File: config.mk
export PLATFORM = sky130hd
export DESIGN_NAME = pipe_ctrl
export DESIGN_NICKNAME = d
export VERILOG_FILES = /design/src/rtl/pipe_ctrl.sv
export SDC_FILE = /design/constraint.sdc
export NUM_CORES = 1
export LEC_CHECK = 0
export ABC_AREA = 0
export CAP_MARGIN = 0
export CORE_UTILIZATION = 27
export DETAILED_ROUTE_END_ITERATION = 8
export PLACE_DENSITY_LB_ADDON = 0.1
export SKIP_LAST_GASP = 1
export SLEW_MARGIN = 40
export SYNTH_ARGS = -nofsm -noshare
export SYNTH_HDL_FRONTEND = slang
export SYNTH_SLANG_ARGS = --single-unit
File: constraint.sdc
create_clock -name CLK -period 1.91 [get_ports CLK]
set_clock_uncertainty 0.15 [all_clocks]
set_input_delay 0.191 -clock CLK [delete_from_list [all_inputs] [get_ports CLK]]
set_output_delay 0.191 -clock CLK [all_outputs]
set_load 0.01 [all_outputs]
File: src/rtl/pipe_ctrl.sv
// pipe_ctrl: owns per-stage valid bits and derives every stage's latch enable.
// Build with PIPE_CTRL_PERF_EN defined to include the cycle/instret/flush counters.
module pipe_ctrl #(
  parameter int unsigned STAGES = 5,
  parameter int unsigned CNT_W  = 64,
  parameter int unsigned IDX_W  = $clog2(STAGES)
) (
  input  logic              CLK,
  input  logic              RESET_N,
  input  logic              F_FIRE,
  input  logic [STAGES-1:0] STALL_REQ,
  input  logic              REDIRECT,
  input  logic [IDX_W-1:0]  REDIRECT_STAGE,
  input  logic              REDIRECT_KILL,
  input  logic              DRAIN,
  output logic [STAGES-1:0] STAGE_V,
  output logic [STAGES-1:0] STAGE_LD,
  output logic              F_STALL,
  output logic              RETIRE,
  output logic              DRAINED,
  output logic [CNT_W-1:0]  CYCLE_CNT,
  output logic [CNT_W-1:0]  INSTRET_CNT,
  output logic [CNT_W-1:0]  FLUSH_CNT
);

  logic [STAGES-1:0] v_q;
  logic [STAGES-1:0] v_nx;
  logic [STAGES-1:0] hold;
  logic [STAGES-1:0] adv_in;
  logic [31:0]       redir_k;
  logic              redir_ok;

  // Hold chain walks from the oldest stage down; a scalar carry keeps it acyclic.
  always_comb begin
    logic        h;
    int unsigned idx;
    h    = 1'b0;
    hold = '0;
    idx  = 0;
    for (int unsigned n = 0; n < STAGES; n++) begin
      idx       = STAGES - 1 - n;
      h         = v_q[idx] & (STALL_REQ[idx] | h);
      hold[idx] = h;
    end
  end

  // adv_in[i]: what stage i would capture if it loads this cycle.
  assign adv_in   = {v_q[STAGES-2:0] & ~hold[STAGES-2:0], F_FIRE & ~DRAIN};
  assign redir_k  = 32'(REDIRECT_STAGE);
  assign redir_ok = REDIRECT && (redir_k < STAGES);

  always_comb begin
    v_nx = (hold & v_q) | (~hold & adv_in);
    if (redir_ok) begin
      for (int unsigned j = 0; j < STAGES; j++) begin
        if (j < redir_k)
          v_nx[j] = 1'b0;
        else if (j == redir_k)
          v_nx[j] = v_q[j] & hold[j] & ~REDIRECT_KILL;
        else if (j == redir_k + 1)
          v_nx[j] = hold[j] ? v_q[j] : (adv_in[j] & ~REDIRECT_KILL);
      end
    end
  end

  always_ff @(posedge CLK or negedge RESET_N) begin
    if (!RESET_N) v_q <= '0;
    else          v_q <= v_nx;
  end

  assign STAGE_V  = v_q;
  assign STAGE_LD = ~hold;
  assign F_STALL  = hold[0] | DRAIN;
  assign RETIRE   = v_q[STAGES-1] & ~STALL_REQ[STAGES-1];
  assign DRAINED  = ~|v_q;

`ifdef PIPE_CTRL_PERF_EN
  logic [CNT_W-1:0] cycle_q;
  logic [CNT_W-1:0] instret_q;
  logic [CNT_W-1:0] flush_q;

  always_ff @(posedge CLK or negedge RESET_N) begin
    if (!RESET_N) begin
      cycle_q   <= '0;
      instret_q <= '0;
      flush_q   <= '0;
    end else begin
      cycle_q <= cycle_q + CNT_W'(1);
      if (RETIRE)   instret_q <= instret_q + CNT_W'(1);
      if (redir_ok) flush_q   <= flush_q + CNT_W'(1);
    end
  end

  assign CYCLE_CNT   = cycle_q;
  assign INSTRET_CNT = instret_q;
  assign FLUSH_CNT   = flush_q;
`else
  assign CYCLE_CNT   = '0;
  assign INSTRET_CNT = '0;
  assign FLUSH_CNT   = '0;
`endif

endmodule

* Word level (Yosys, flattened, before mapping)
Cells that the tools add are included.
W data, S select, Z words.
** Storage, ports and cells
- Bits of input ports :: 14
- Output and inout bits :: 205
- Register bits after elaboration :: 5
- Logic and storage cells :: 87
** Cells by class
- Equality and inequality tests :: 13
- Add/subtract/negate cells :: 1
- Bitwise gates (word level) :: 36
- Reductions and logical operators :: 5
- Magnitude comparators :: 6
- Mux-type cells :: 21
** Operator list (number)
- $eq A2 B32 Y1 const A :: 2
- $logic_not A32 Y1 :: 2
- $eq A1 B32 Y1 const A :: 1
- $ne A5 B5 Y1 const B :: 5
- $and A1 B1 Y1 :: 22
- $mux W1 :: 20
- $and A5 B5 Y5 :: 2
- $eq A2 B3 Y1 const A :: 2
- $lt A1 B3 Y1 const A :: 2
- $lt A2 B3 Y1 const A :: 2
- $mux W5 :: 1
- $not A5 Y5 :: 1
- $or A1 B1 Y1 :: 5
- $or A5 B5 Y5 :: 1
- $reduce_or A5 Y1 :: 1
- $add A3 B1 Y4 const B :: 1
- $and A4 B4 Y4 :: 1
- $eq A3 B4 Y1 const A :: 1
- $not A4 Y4 :: 1
- $eq A1 B3 Y1 const A :: 1
- $eq A3 B3 Y1 const A :: 1
- $lt A3 B3 Y1 const A :: 1
- $lt A3 B3 Y1 const B :: 1
- $not A1 Y1 :: 3
- other kinds (2) :: 2

* Logic depth before layout (Yosys ltp)
Gate-level depths: netlist of run 1.
- Word-level depth :: 17
- Gate-level depth with buffers :: 4
- Gate-level depth less buffers :: 4

* Least setup slack after synthesis of run 1
No wires, ideal clock.
- Kind :: flip-flop to flip-flop
- From :: reg v_q[4], in the netlist STAGE_V[4]
- To :: reg v_q[1], in the netlist STAGE_V[1]
- Slack :: 0.198 ns
- Stages on the path, launching flop included :: 5
- Required time :: 1.633 ns
- Clock period less this slack :: 1.712 ns
- Path buffers :: 0
- Library setup time :: 0.127 ns
- Arrival :: 1.435 ns
- Path through :: dfrtp_1 > nand2_1 > a21oi_1 > o21ai_0 > mux2_1
** On the way
- Elaborated cells on any way between the ends :: 24
- Those cells by class :: eq/ne (1); mux (5); bitwise (18)
** RTL lines
- start, declared :: line 26 : logic [STAGES-1:0] v_q;
- start signal, assigned :: line 68 : else v_q <= v_nx;
- $and A1 B1 Y1 (*) :: line 42 : h = v_q[idx] & (STALL_REQ[idx] | h);
- $or A1 B1 Y1 (*) :: line 42
- $and A1 B1 Y1 (*) :: line 42
- $or A1 B1 Y1 (*) :: line 42
- $and A1 B1 Y1 (*) :: line 42
- $or A1 B1 Y1 (*) :: line 42
- $and A1 B1 Y1 (*) :: line 42
- $not A5 Y5 (*)
- named net STAGE_LD[1] :: line 17 : output logic [STAGES-1:0] STAGE_LD,
- $and A5 B5 Y5 (*) :: line 53 : v_nx = (hold & v_q) | (~hold & adv_in);
- $or A5 B5 Y5 (*) :: line 53
- $mux W1 :: line 60 : else if (j == redir_k + 1)
- $mux W1 :: line 58 : else if (j == redir_k)
- $mux W1 :: line 56 : if (j < redir_k)
- $mux W5 (*) :: line 54 : if (redir_ok) begin
The timed path passes the listed nets; every way through them passes the cells marked *. The select of a mux whose other input is x is not followed.
A chain may end at the register's enable or synchronous reset.

* Worst setup path in the final report of run 1
- From :: in STALL_REQ[4]
- To :: out F_STALL
** On the way
- Cells in the longest elaborated chain, start to end :: 10
** Ends and longest elaborated chain
- start, declared :: line 11 : input logic [STAGES-1:0] STALL_REQ,
- $and A1 B1 Y1 :: line 42
- $or A1 B1 Y1 :: line 42
- $and A1 B1 Y1 :: line 42
- $or A1 B1 Y1 :: line 42
- $and A1 B1 Y1 :: line 42
- $or A1 B1 Y1 :: line 42
- $and A1 B1 Y1 :: line 42
- $or A1 B1 Y1 :: line 42
- $and A1 B1 Y1 :: line 42
- $or A1 B1 Y1 :: line 73 : assign F_STALL = hold[0] | DRAIN;
- end, declared :: line 18 : output logic F_STALL,
No other way between the ends.

==> out/metrics.cfg, run 1 <==
[worst_setup_path]
worstSetupEndpointType=primary output
slowest_delay_ns=0.43
path_buf_inv=3
path_max_fanout=3
reg2reg_from=STAGE_V[3]
slowest_stage=clkdlybuf4s50_1
arrival_ns=1.49
path_cells=clkdlybuf4s50_1, nand2_1, a21oi_4, o31ai_1, buf_4, nand2b_1, clkdlybuf4s15_1
crit_family=buffers and inverters
crit_type=primary input to primary output
start_kind=primary input
reg2reg_slack_ns=0.42
path_depth=7
reg2reg_depth=5
required_ns=1.57
r2r_end=STAGE_V[1]

[clock_tree]
numClockSinks=5
insertion_delay_ns=0.22
clk_path_buf_depth=2
cts_hold_buf=0
cts_buffers=3
htree_levels=1
path_clk_slew_ns=0.03
cts_tree=done
root_buffer=clkbuf_8

[power]
switchingPower_uw=311
switching_share_pct=45.5
clock_power_share_pct=28.7
powerDensity_nw_per_um2=406
finalPower_uw=683
seq_power_share_pct=17.9
p_leak_uw=0.00101
peakVddDrop_mv=0.102
pwr-share-comb_pct=53.4
p_int_uw=373

[sta]
finalSetupTns_ns=0
rsz0062_at_grt=no
hold_viol=0
post-route-period-util_pct=95.8
setup_viol=0
maxSlewViolCount=0
fin_ws_ns=0.0806
max_freq_mhz=547
fin_crit_ns=1.83

[routing]
antenna_left=0
via_per_inst=2.71
drc_errors=28
dr.pass1.iters=6
wl_per_cell_um=6.91
drt_iter0_drc=53
dr_total_vias=1001
totalWireLength_um=2550

[grt]
gr-total-overflow=0
grt_pass1_vias=595
grt_max_degree=8
track_usage_pct=5.73
grt_first_pass_wirelength_um=3030
antenna_found_initial=0

[logic_synthesis]
async_reset_ff_share_pct=100
ys_seq_area_share_pct=6.85
synth.largest_area_cell=buf_4
synth_top_area_share_pct=79.0
synth_commonest_cells=192 x buf_4, 5 x dfrtp_1, 5 x nor2_1, 5 x o21ai_0
netlist_instances=241
synth_edf_count=0
yosys.cell_count.top_type=buf_4
yosysWarnings=0
synth.top_cells.by_area=buf_4 79%, dfrtp_1 6.9%, o21ai_0 1.4%
netlist_area_um2=1830
synth_flop_cell=dfrtp_1
syn_area_per_cell_um2=7.57
synth_cell_type_count=24
ys_ff_latch=5

[placed_design]
routabilityCongestion=0.701
placed_area_um2=1620
io_buffers=26
dp_slack_ns=-0.447
hpwl_um=2400

[die]
die_y_um=84.2
fp-row-count=29
start_util_pct=28.4
core-area_um2=6420
die_w_um=84.2
pin_count=219
dieArea_um2=7090

[outcome]
violations=design-rule violations
status=complete, but fails checks

[job]
max_cap_violations=0

[final_layout]
fin_util_pct=26.2
syn2layout_area_growth_pct=-7.74
diodes=0
largest_reg_flops=5
drive_gt1_share_pct=11.0
fin_nets=307
final_area_um2=1680

[min_path]
hold_class=primary input to asynchronous set/reset pin

-- area by class of cell --
type	count	area [um2]
clock buffers	4	45.0
fillers	721	4740
inverters	4	15.0
multi-input cells	231	982
flip-flops and latches	5	125
well taps	77	96.3
repair buffers	48	420
-- power by group through the flow --
stage / Combinational, uW / Sequential, uW / Clock (uW)
floorplan: 504 / 130 / 0
global placement: 363 / 123 / 0
detailed placement: 362 / 122 / 0
CTS: 355 / 122 / 202
global route: 402 / 123 / 207
finish: 365 / 122 / 196
-- worst max-delay path by stage --
stage / from / end / slack [ns]
2_1_floorplan: STAGE_V[4] / STAGE_V[1] / 0.20
3_3_place_gp: STALL_REQ[2] / STAGE_LD[1] / -0.46
3_5_place_dp: STALL_REQ[2] / STAGE_LD[1] / -0.45
4_1_cts: STALL_REQ[3] / STAGE_LD[1] / -0.18
5_1_grt: STALL_REQ[4] / F_STALL / 0.007
6_report: STALL_REQ[4] / F_STALL / 0.08
-- logic make-up (layout without fill, tap and decap cells) --
logic type,after synthesis,count (layout),synth area share [%]
DFF,5,5,6.85
other,1,192,0.205
muxes,1,1,0.617
AOI/OAI and AO/OA,16,16,5.42
and+or+nand+nor,22,22,7.13
buffers and inverters,196,56,79.8
-- stage by stage --
step                      instances  hold slack, ns
after floorplan                 432          -0.255
after global placement          364           0.291
after detailed placement        364           0.286
after CTS                       368          0.0523
after global routing            369          0.0612
final                           369          0.0431
-- repair_timing --
item                       4_1_cts  5_1_grt
pin swaps                        1        4
buffers inserted                 0        1
gates resized for setup         10        8
setup endpoints to repair        7        3
-- layer usage --
layer  global-route usage [%]  share of wire [%]
met2                     8.42                 47
met5                        0                  0
met1                     7.14                 36
met4                     3.76                1.8
met3                     1.87                 14
-- cell usage in the layout (no fill, tap or decap), types with 2 or more instances in the layout --
master and instances:
inv_1 4, nor2_1 4, dlymetal6s2s_1 2, nand2b_1 2, dlygate4sd2_1 4, buf_4 22, dfrtp_1 5, o21ai_2 2
nor2b_1 3, conb_1 192, or4_1 2, clkdlybuf4s50_1 18, nand3_1 2, clkbuf_8 3, a21oi_1 3, nand2_1 4
o21ai_0 3
-- worst register-to-register path, cell delays in order, from the launching register on --
cell and delay, ns:
dfrtp_1 0.38, o21ai_2 0.17, a21oi_4 0.06, o21ai_2 0.16
buf_4 0.13, mux2_1 0.31
No activity file was read; power rests on OpenSTA's default activity.
==> inputs of run 2 (changes only) <==
Settings changed: ABC_AREA 0 to default.
==> results of run 2 <==
Same layout as run 1: the final DEF is identical, and so are final timing and power.
==> inputs of run 3 (changes only) <==
Settings changed: CORE_UTILIZATION 27 to 25, GPL_TIMING_DRIVEN from default to 0.
Clock period 1.91 ns to 1.65 ns, I/O delays scaled along.
==> out/metrics.cfg, run 3 (same netlist as run 1, synthesis figures left out) <==
[outcome]
status=complete, but fails checks
violations=negative setup slack

[sta]
fin_ws_ns=-0.0325
rsz0062_at_grt=yes
max_freq_mhz=594
maxSlewViolCount=0
fin_crit_ns=1.68
setup_viol=1
hold_viol=0
post-route-period-util_pct=102

[routing]
wl_per_cell_um=6.71
drt_iter0_drc=11
antenna_left=0
dr_total_vias=1460
drc_errors=0
totalWireLength_um=3780
dr.pass1.iters=3
via_per_inst=2.59

[final_layout]
syn2layout_area_growth_pct=66.1
diodes=0
finalNonFillerCells=563
most-common-layout-cells=197 x buf_4, 192 x conb_1, 12 x clkdlybuf4s50_1
fin_nets=482
final_area_um2=3030
largest_reg_flops=5
final_common_cell=buf_4
drive_gt1_share_pct=46.3

[placed_design]
placed_area_um2=2930
hpwl_um=3550
placedCellCount=554
io_buffers=26
routabilityCongestion=0.721

[grt]
use_met3_pct=2.65
grt_max_degree=8
busiest_layer=met2
grt_first_pass_wirelength_um=5010
antenna_found_initial=0
met1_usage_pct=8.31
gr-total-overflow=0
grt_pass1_vias=1096
track_usage_pct=8.60
grt_use_met2_pct=16.5

[die]
die_y_um=87.5
die_w_um=87.5
start_util_pct=26.4
core-area_um2=6910
pin_count=219
fp-row-count=30
dieArea_um2=7650

[worst_setup_path]
slowest_stage=or4_4
required_ns=1.33
reg2reg_slack_ns=0.22
crit_type=flip-flop to primary output
start_kind=flip-flop
slowest_delay_ns=0.51
arrival_ns=1.37
path_max_fanout=4
path_cells=or4_4, nor2_1, buf_2
worstSetupEndpointType=primary output

[clock_tree]
path_clk_slew_ns=0.03
root_buffer=clkbuf_8
insertion_delay_ns=0.22
clk_path_buf_depth=2
cts_tree=done
cts_buffers=3
numClockSinks=5
htree_levels=1

[power]
peakVddDrop_mv=0.121
powerDensity_nw_per_um2=369
p_leak_uw=0.00201

[job]
max_cap_violations=0

[min_path]
hold_class=primary input to asynchronous set/reset pin

## run 3: cell count changes in the layout (fill, tap and decap cells not counted), moves of 2 or more
cell             previous run  this run
buf_4                      22       197
clkdlybuf4s50_1            18        12
buf_2                       0         3
dlymetal6s2s_1              2         4
## run 3: area by class of cell
type                       count  area, um2
buffer                       192       1440
clock buffer                   4       45.0
fill                         745       3870
inverter                       4       15.0
multi-input combinational    231       1010
sequential                     5        125
tap                           96        120
timing repair buffer          31        277
## run 3: what timing repair did
action | in CTS | in global routing
pin swaps | 6 | 3
resized for setup | 27 | 12
setup buffers | 4 | 1
hold buffers | 0 | 0
gates cloned | 0 | 0
setup endpoints to repair | 7 | 10
## run 3: stage by stage
| stage | hold WS, ns | power (uW) | worst slack, ns | TNS [ns] | util (%) |
|---|---|---|---|---|---|
| finish | 0.0307 | 1120 | -0.0325 | -0.0325 | 43.9 |
| global route | 0.0385 | 1210 | -0.0873 | -0.119 | 43.9 |
| CTS | 0.0261 | 1090 | -0.122 | -0.280 | 43.9 |
| detailed placement | 0.262 | 849 | -0.618 | -3.18 | 42.4 |
| global placement | 0.253 | 847 | -0.602 | -3.08 | 42.4 |
| floorplan | -0.281 | 735 | 0.0150 | 0 | - |
## run 3: worst paths after layout
path | depth (start not counted) | to | from
worst max-delay path | 3 | DRAINED | STAGE_V[2]
worst min-delay path | 1 | STAGE_V[3] | RESET_N
worst max register to register | 4 | STAGE_V[1] | STAGE_V[4]
worst min register to register | 2 | STAGE_V[4] | STAGE_V[3]
max in group asynchronous | 1 | STAGE_V[1] | RESET_N
min in group CLK | 2 | STAGE_V[4] | STALL_REQ[3]
## run 3: worst max-delay path, delay by kind of cell, from the launching register on
kind / cells / cell delay (ns)
AND/OR/NAND/NOR: 2 / 0.60
buffers and inverters: 1 / 0.13
flip-flops: 1 / 0.41
## run 3: power breakdown
group	switching [uW]	internal [uW]	total, uW
combinational	347	396	743
clock	61.4	166	227
sequential	12.4	135	147
total	421	697	1120
## run 3: layer usage
metal | up-vias | routed length (um)
li1 | 823 | -
met1 | 515 | 1250
met2 | 117 | 1900
met3 | 5 | 560
met4 | 0 | 62
met5 | - | 0
